--- config.mk ---
export PLATFORM = sky130hd
export DESIGN_NAME = imem_loader
export DESIGN_NICKNAME = d
export VERILOG_FILES = /design/src/rtl/imem_loader_pkg.sv /design/src/rtl/imem_loader_byte_packer.sv /design/src/rtl/imem_loader.sv
export SDC_FILE = /design/constraint.sdc
export NUM_CORES = 1
export LEC_CHECK = 0
export ABC_AREA = 1
export CAP_MARGIN = 20
export CORE_ASPECT_RATIO = 1.75
export CORE_MARGIN = 2
export CORE_UTILIZATION = 29
export DETAILED_ROUTE_END_ITERATION = 6
export HOLD_SLACK_MARGIN = 0.1
export PLACE_DENSITY = 0.5
export RECOVER_POWER = 50
export SLEW_MARGIN = 20
export SYNTH_ARGS = -nofsm -noshare
export SYNTH_HDL_FRONTEND = slang
export SYNTH_SLANG_ARGS = --single-unit
--- constraint.sdc ---
create_clock -name clock -period 4.1 [get_ports clock]
set_input_delay 0.41 -clock clock [delete_from_list [all_inputs] [get_ports clock]]
set_output_delay 0.41 -clock clock [all_outputs]
set_load 0.02 [all_outputs]
--- src/rtl/imem_loader_pkg.sv ---
// Shared definitions for the instruction-memory loader: FSM encoding and word geometry.
package imem_loader_pkg;
  typedef enum logic [1:0] {IDLE, RECV, WRITE, RUN} state_t;
  localparam int BYTES_PER_WORD = 4;
endpackage

--- src/rtl/imem_loader_byte_packer.sv ---
// Big-endian byte-to-word shift register with a wrapping byte counter.
module byte_packer
  import imem_loader_pkg::*;
#(
  parameter int DATA_WIDTH = 32
) (
  input  logic                  clock,
  input  logic                  reset,
  input  logic                  load,
  input  logic                  clr,
  input  logic [7:0]            byte_in,
  output logic [DATA_WIDTH-1:0] word,
  output logic                  word_full
);
  logic [1:0] bcnt;

  always_ff @(posedge clock) begin
    if (reset || clr) begin
      word <= '0;
      bcnt <= '0;
    end else if (load) begin
      word <= {word[DATA_WIDTH-9:0], byte_in};
      bcnt <= bcnt + 2'd1;
    end
  end

  // High while the next accepted byte completes the word.
  assign word_full = (bcnt == 2'(BYTES_PER_WORD - 1));
endmodule

--- src/rtl/imem_loader.sv ---
// Streams a program into instruction memory, holding the CPU idle until the load completes.
module imem_loader
  import imem_loader_pkg::*;
#(
  parameter int ADDR_WIDTH = 5,
  parameter int DATA_WIDTH = 32
) (
  input  logic                  clock,
  input  logic                  reset,
  input  logic                  start,
  input  logic [ADDR_WIDTH:0]   load_len,
  input  logic [7:0]            byte_in,
  input  logic                  byte_valid,
  output logic                  byte_ready,
  output logic                  im_we,
  output logic [ADDR_WIDTH-1:0] im_addr,
  output logic [DATA_WIDTH-1:0] im_wdata,
  output logic                  cpu_run,
  output logic                  done,
  output logic                  err
);
  localparam logic [ADDR_WIDTH:0] CAPACITY = {1'b1, {ADDR_WIDTH{1'b0}}};

  state_t                state, state_nxt;
  logic [ADDR_WIDTH:0]   len;
  logic [ADDR_WIDTH-1:0] widx;
  logic [DATA_WIDTH-1:0] word;
  logic                  accept, word_full, last_word, pk_clr;
  logic                  start_seen, start_big, start_ok;

  assign start_seen = start && (state == IDLE || state == RUN);
  assign start_big  = load_len > CAPACITY;
  assign start_ok   = start_seen && !start_big && (load_len != '0);
  assign accept     = byte_valid && byte_ready;
  assign last_word  = ({1'b0, widx} == len - 1'b1);

  byte_packer #(.DATA_WIDTH(DATA_WIDTH)) u_packer (
    .clock     (clock),
    .reset     (reset),
    .load      (accept),
    .clr       (pk_clr),
    .byte_in   (byte_in),
    .word      (word),
    .word_full (word_full)
  );

  always_ff @(posedge clock) begin
    if (reset) begin
      state <= IDLE;
      len   <= '0;
      widx  <= '0;
      err   <= 1'b0;
    end else begin
      state <= state_nxt;
      if (start_seen && start_big) err <= 1'b1;
      if (start_ok) begin
        err  <= 1'b0;
        len  <= load_len;
        widx <= '0;
      end
      // Last word leaves widx on the final address, so it never wraps.
      if (state == WRITE && !last_word) widx <= widx + 1'b1;
    end
  end

  always_comb begin
    state_nxt = state;
    pk_clr    = 1'b0;
    case (state)
      IDLE, RUN: begin
        if (start_ok) begin
          state_nxt = RECV;
          pk_clr    = 1'b1;
        end else if (start_seen && load_len == '0) begin
          state_nxt = RUN;
        end
      end
      RECV:    if (accept && word_full) state_nxt = WRITE;
      WRITE:   state_nxt = last_word ? RUN : RECV;
      default: state_nxt = IDLE;
    endcase
  end

  assign byte_ready = (state == RECV);
  assign im_we      = (state == WRITE);
  assign cpu_run    = (state == RUN);
  assign done       = (state == RUN);
  assign im_addr    = widx;
  assign im_wdata   = word;
endmodule

==> results of run 1 <==
## cell families (layout without fill, tap and decap cells)
family / count (synthesis) / after routing / synth area share (%)
simple gates: 130 / 130 / 28.88
compound gates: 56 / 56 / 13.71
flops: 48 / 48 / 44.81
buf+inv: 32 / 84 / 6.476
fa+ha+maj: 7 / 7 / 4.084
xor+xnor: 5 / 5 / 2.042
## per-layer routing
| layer | wire (µm) | track usage (%) | share of wire [%] | vias up |
|---|---|---|---|---|
| met1 | 2299 | 15.62 | 40 | 926 |
| met5 | 0 | 0 | 0 | - |
| li1 | - | - | - | 1035 |
| met3 | 254 | 3.253 | 4.5 | 8 |
| met2 | 3029 | 25.84 | 53 | 46 |
| met4 | 121 | 6.005 | 2.1 | 0 |
## path summary, 6_finish.rpt
kind | slack [ns] | to | cells after the start
worst max-delay path | 1.90 | im_we | 3
worst max register to register | 2.21 | len[5]$_SDFFE_PP0P_ | 9
worst min-delay path | 0.45 | err$_SDFFE_PP0P_ | 2
worst min register to register | 0.45 | err$_SDFFE_PP0P_ | 2
## power breakdown
part	internal, mW	leakage (nW)	switching, mW
Sequential	0.504	0.389	0.0378
Combinational	0.151	0.709	0.278
Clock	0.346	0.0899	0.167
## stage by stage
stage	utilization (%)	worst slack (ns)	cells	instance area, µm²	power (mW)
after detailed placement	38.69	1.551	409	2779	0.9905
after global routing	41.24	1.779	416	2962	1.571
final	41.24	1.897	416	2962	1.484
after floorplan	-	2.531	278	2145	0.8589
after CTS	41.27	1.846	416	2964	1.510
after global placement	38.69	1.542	409	2779	0.9890
## worst max-delay path: cells and delay by family (launching register included)
family | cells | cell delay [ns]
adder cells (fa/ha/maj) | 1 | 0.41
flip-flops | 1 | 0.35
buffers and inverters | 2 | 0.76
## cell usage after synthesis, drive strengths merged
master  count
a21oi      46
a22oi       1
buf         5
clkbuf     11
dfxtp      48
ha          7
inv        16
nand2      63
nand3      53
nand3b      1
nand4       3
nor2        8
nor3        1
o21ai       9
or2         1
xor2        5
## area by class of cell
class | instances | area [µm²] | area share (%)
Multi-Input combinational cell | 198 | 1042 | 35.19
Sequential cell | 48 | 960.9 | 32.45
Timing Repair Buffer | 61 | 605.6 | 20.45
Clock buffer | 5 | 125.1 | 4.225
Tap cell | 86 | 107.6 | 3.633
Clock inverter | 2 | 60.06 | 2.028
Inverter | 16 | 60.06 | 2.028
## registers in the layout, summed over array words and instances, names as in the netlist
name	flops
err	1
u_packer.bcnt	2
state	2
im_addr	5
len	6
u_packer.word	32
==> results.md, run 1 <==
* Status: complete, no violations
* Crit Path Max Fanout at 8
* Largest net degree at the start of global routing at 37
* Fmax at 453.8 MHz
* Via count at 2015
* Vias/cell at 4.844
* CTS clk-pin slew, worst paths at 0.06 ns
* Worst setup path start: state[0]$_SDFFE_PP0P_
* Critical path data required time at 3.69 ns
* Worst Hold Slack at 0.4465 ns
* Vias in the first global route at 1915
* Area growth, synth to finish at 38.10%
* WL final at 5704 µm
* Dpl hpwl at 4080 µm
* Post_cts resized at 0
* Setup_tns at 0 ns
* Final nets at 355
* Dominant cells by area after synthesis: dfxtp_1 (45%), nand3_1 (12%), a21oi_1 (11%), nand2_1 (11%), ha_1 (4.1%)
* Register area share after synthesis at 44.81%
* Worst path max stage delay at 0.69 ns
* TritonCTS Buffers at 5
* Cell taking the most area after synthesis: dfxtp_1
* DR WL/cell at 13.71 µm
* First-pass detailed-route iteration total at 4
* Cts hold-fix bufs at 0
* Mapped Area at 2145 µm²
* Core ar. at 7182 µm²
* TritonCTS clock tree: yes
* Slowest CP cell: clkdlybuf4s50_1
* Initial antenna violation count at 0
* Slew @ Worst Pin at 0.6411 ns
* Syn_nets at 303
* Max-slew headroom at the worst pin at 57.11%
* CP Launch Type: register
* Lkg Pwr at 1.187 nW
* Yosys reg bits at 48
* First-pass GRT wire length at 9432 µm
* Critical R2R Launch: state[0]$_SDFFE_PP0P_
* Share of cells above drive strength 1 at 6.364%
* RSZ-0062 raised after global routing: false
* Clk Latency, worst-skew pair at 0.28 ns
* Post-DRT Antenna Nets at 0
* Slew Limit Fails at 0
* Starting Density at 29.86%
* Endpoints failing hold at 0
* H-Tree Depth at 2
* Yosys top cell area share at 44.81%
* Most common cell after layout, fill and taps aside: nand2_1
* CP Capture Type: primary output
* Cells after synthesis at 278
* Syn avg cell area at 7.714 µm²
* Site row count at 41
* DRT iter0 DRCs at 87
* Die X at 69.01 µm
* Top Ports at 60
* Clock skew at 0.007659 ns
* Post-CTS setup buffers at 0
* Worst path cell trace: inv_1 -> ha_1 -> clkdlybuf4s50_1
* Port buffer count at 59
* Die Height at 117.8 µm
* GR Util All Layers at 14.27%
* Hold Startpoint: err$_SDFFE_PP0P_
* Netlist cell types at 24
* Tmin final at 2.203 ns
* Setup-failing EPs final at 0
* # DRC at 0
* # diodes at 0
* Fin crit share at 53.74%
* Commonest non-fill, non-tap cells in the layout: nand2_1 (59), nand3_1 (51), dfxtp_1 (48), a21oi_1 (46), dlygate4sd3_1 (37)
* Min-Delay Path Class: reg -> reg
* Root Buffer: clkbuf_16
* Worst vdd ir at 0.0002117 V
* CP Class: reg -> out
* GRT overflow at 0
* GP Congestion at 0.8068
* Die area at 8126 µm²
* Arrival time worst endpoint at 1.79 ns
* Fillers at 732
* PwrDens at 501.2 nW/µm²
* Clock Tree Buf Depth at 2
* Clk sink count at 48
* Ys Warns at 0
* MaxCap Viol Count at 0
No activity file was read; power rests on OpenSTA's default activity.
==> run 2: changes to the inputs <==
Settings changed: PLACE_DENSITY 0.5 to 0.52.
Clock period 4.1 ns to 1.9 ns, I/O delays scaled along.
==> results.md, run 2 (same netlist as run 1, synthesis figures left out) <==
* WL final at 5724 µm (was 5704 µm)
* Worst Hold Slack at 0.4493 ns (was 0.4465 ns)
* First-pass GRT wire length at 9439 µm (was 9432 µm)
* Die area at 8126 µm² (unchanged)
* Clock skew at 0.005441 ns (was 0.007659 ns)
* Min-Delay Path Class: reg -> reg (unchanged)
* Reg2Reg Depth at 9 (unchanged)
* Worst vdd ir at 0.0007354 V (was 0.0002117 V)
* Worst path max stage delay at 0.64 ns (was 0.69 ns)
* Clk Latency, worst-skew pair at 0.29 ns (was 0.28 ns)
* Pre-CTS WS at 0.1718 ns (was 1.551 ns)
* First-pass detailed-route iteration total at 4 (unchanged)
* Finished Core Util at 42.02% (was 41.24%)
* # DRC at 0 (unchanged)
* Dpl cells at 415 (was 409)
* Max-slew headroom at the worst pin at 77.11% (was 57.11%)
* H-Tree Depth at 2 (unchanged)
* CTS clk-pin slew, worst paths at 0.07 ns (was 0.06 ns)
* Area growth, synth to finish at 40.72% (was 38.10%)
* Top Ports at 60 (unchanged)
* MaxCap Viol Count at 0 (unchanged)
* Crit Path Max Fanout at 5 (was 8)
* Slowest CP cell: clkdlybuf4s50_1 (unchanged)
* Share of cells above drive strength 1 at 8.605% (was 6.364%)
* Layout Cells excl Fill at 423 (was 416)
* GP Congestion at 0.8119 (was 0.8068)
* Worst path cell trace: ha_1 -> clkdlybuf4s50_1 (was inv_1 -> ha_1 -> clkdlybuf4s50_1)
* # diodes at 0 (unchanged)
* Clk sink count at 48 (unchanged)
* Worst R2R Setup Slack at 0.20 ns (was 2.21 ns)
* Area after DPL at 2861 µm² (was 2779 µm²)
* Starting Density at 29.86% (unchanged)
* Lkg Pwr at 1.227 nW (was 1.187 nW)
* Site row count at 41 (unchanged)
* CP Class: reg -> out (unchanged)
* Endpoints failing hold at 0 (unchanged)
* Vias in the first global route at 1936 (was 1915)
* Final Cell Area at 3018 µm² (was 2962 µm²)
* Fillers at 771 (was 732)
* Top reg by flops: u_packer.word (unchanged)
* DRT iter0 DRCs at 54 (was 87)
* Hold Startpoint: err$_SDFFE_PP0P_ (unchanged)
* DR WL/cell at 13.53 µm (was 13.71 µm)
* Tmin final at 1.803 ns
* Port buffer count at 59 (unchanged)
* Worst Hold End: err$_SDFFE_PP0P_ (unchanged)
* Fin crit share at 94.88%
* Critical R2R Launch: len[0]$_SDFFE_PP0P_ (was state[0]$_SDFFE_PP0P_)
* Reg2reg end: im_addr[1]$_SDFFE_PP0P_ (was len[5]$_SDFFE_PP0P_)
* Overall power at 3.089 mW (was 1.484 mW)
* Setup-failing EPs final at 0 (unchanged)
* Status: complete, no violations (unchanged)
* Commonest non-fill, non-tap cells in the layout: nand2_1 (60), nand3_1 (51), dfxtp_1 (48), a21oi_1 (46), dlygate4sd3_1 (38) (was nand2_1 (59), nand3_1 (51), dfxtp_1 (48), a21oi_1 (46), dlygate4sd3_1 (37))
* Largest net degree at the start of global routing at 34 (was 37)
* Setup ws final at 0.09722 ns (was 1.897 ns)
* Core ar. at 7182 µm² (unchanged)
* GRT overflow at 0 (unchanged)
* Arrival time worst endpoint at 1.61 ns (was 1.79 ns)
* Dpl hpwl at 4236 µm (was 4080 µm)
* Critical path data required time at 1.71 ns (was 3.69 ns)
* FF/Latch Area at 960.9 µm² (unchanged)
* Via count at 2086 (was 2015)
* Die Height at 117.8 µm (unchanged)
* Setup_tns at 0 ns (unchanged)
* Final nets at 361 (was 355)
* Root Buffer: clkbuf_16 (unchanged)
* Post-DRT Antenna Nets at 0 (unchanged)
* PwrDens at 1023 nW/µm² (was 501.2 nW/µm²)
* Hold Crit Depth at 2 (unchanged)
* Multi-input gate area at 1045 µm² (was 1042 µm²)
* Initial antenna violation count at 0 (unchanged)
* TritonCTS clock tree: yes (unchanged)
* Die X at 69.01 µm (unchanged)
* Clock Tree Buf Depth at 2 (unchanged)
* Max reg flops at 32 (unchanged)
* CP Launch Type: register (unchanged)
* TritonCTS Buffers at 5 (unchanged)
* RSZ-0062 raised after global routing: false (unchanged)
* Fmax at 554.7 MHz
* Slew Limit Fails at 0 (unchanged)
* CP Capture Type: primary output (unchanged)
* Vias/cell at 4.931 (was 4.844)
* Slew @ Worst Pin at 0.3434 ns (was 0.6411 ns)
* GR Util All Layers at 14.50% (was 14.27%)
* Most common cell after layout, fill and taps aside: nand2_1 (unchanged)
run 2: cell types whose count changed in the layout (fill, tap and decap cells not counted), sizes merged:
cell,previous run,this run
buf,2,8
bufinv,2,0
clkbuf,5,6
clkdlybuf4s50,22,21
dlygate4sd3,37,38
inv,16,18
run 2: layer usage:
metal	global-route usage (%)	wire (µm)	vias to the layer above
met3	3.938	293	15
met4	6.863	179	0
met2	26.56	3024	59
met5	0	0	-
met1	14.88	2227	964
li1	-	-	1048
run 2: worst max-delay path, delay by kind of cell (launching register included):
| kind | cells | cell delay (ns) |
|---|---|---|
| flops | 1 | 0.40 |
| buf+inv | 1 | 0.64 |
| fa+ha+maj | 1 | 0.29 |
run 2: repair_timing:
action,4_1_cts,5_1_grt
gates resized for setup,0,1
setup buffers,0,0
setup endpoints to repair,0,1
hold buffers,0,0
run 2: worst max path at each step:
| stage | from | end | slack, ns | depth (start not counted) |
|---|---|---|---|---|
| 6_report | state[0]$_SDFFE_PP0P_ | byte_ready | 0.1 | 2 |
| 5_1_grt | len[0]$_SDFFE_PP0P_ | im_addr[0]$_SDFFE_PP0P_ | 0.03 | 9 |
| 4_1_cts | state[0]$_SDFFE_PP0P_ | byte_ready | 0.07 | 2 |
| 3_5_place_dp | load_len[0] | len[3]$_SDFFE_PP0P_ | 0.17 | 10 |
| 3_3_place_gp | len[0]$_SDFFE_PP0P_ | im_addr[0]$_SDFFE_PP0P_ | 0.17 | 9 |
| 2_1_floorplan | state[1]$_SDFFE_PP0P_ | u_packer.word[17]$_SDFFE_PP0P_ | 0.33 | 7 |
run 2: area by class of cell:
class	instances	area share (%)
flip-flops and latches	48	31.84
repair buffers	67	22.80
well taps	86	3.566
clock buffers	6	4.602
clock inverters	2	0.5804
inverters	16	1.990
multi-input cells	198	34.62
run 2: power breakdown:
| part | internal [mW] | leakage [nW] | switching, mW |
|---|---|---|---|
| Clock | 0.534 | 0.0779 | 0.397 |
| Sequential | 1.09 | 0.389 | 0.0808 |
| Combinational | 0.381 | 0.760 | 0.609 |
| Total | 2.00 | 1.23 | 1.09 |
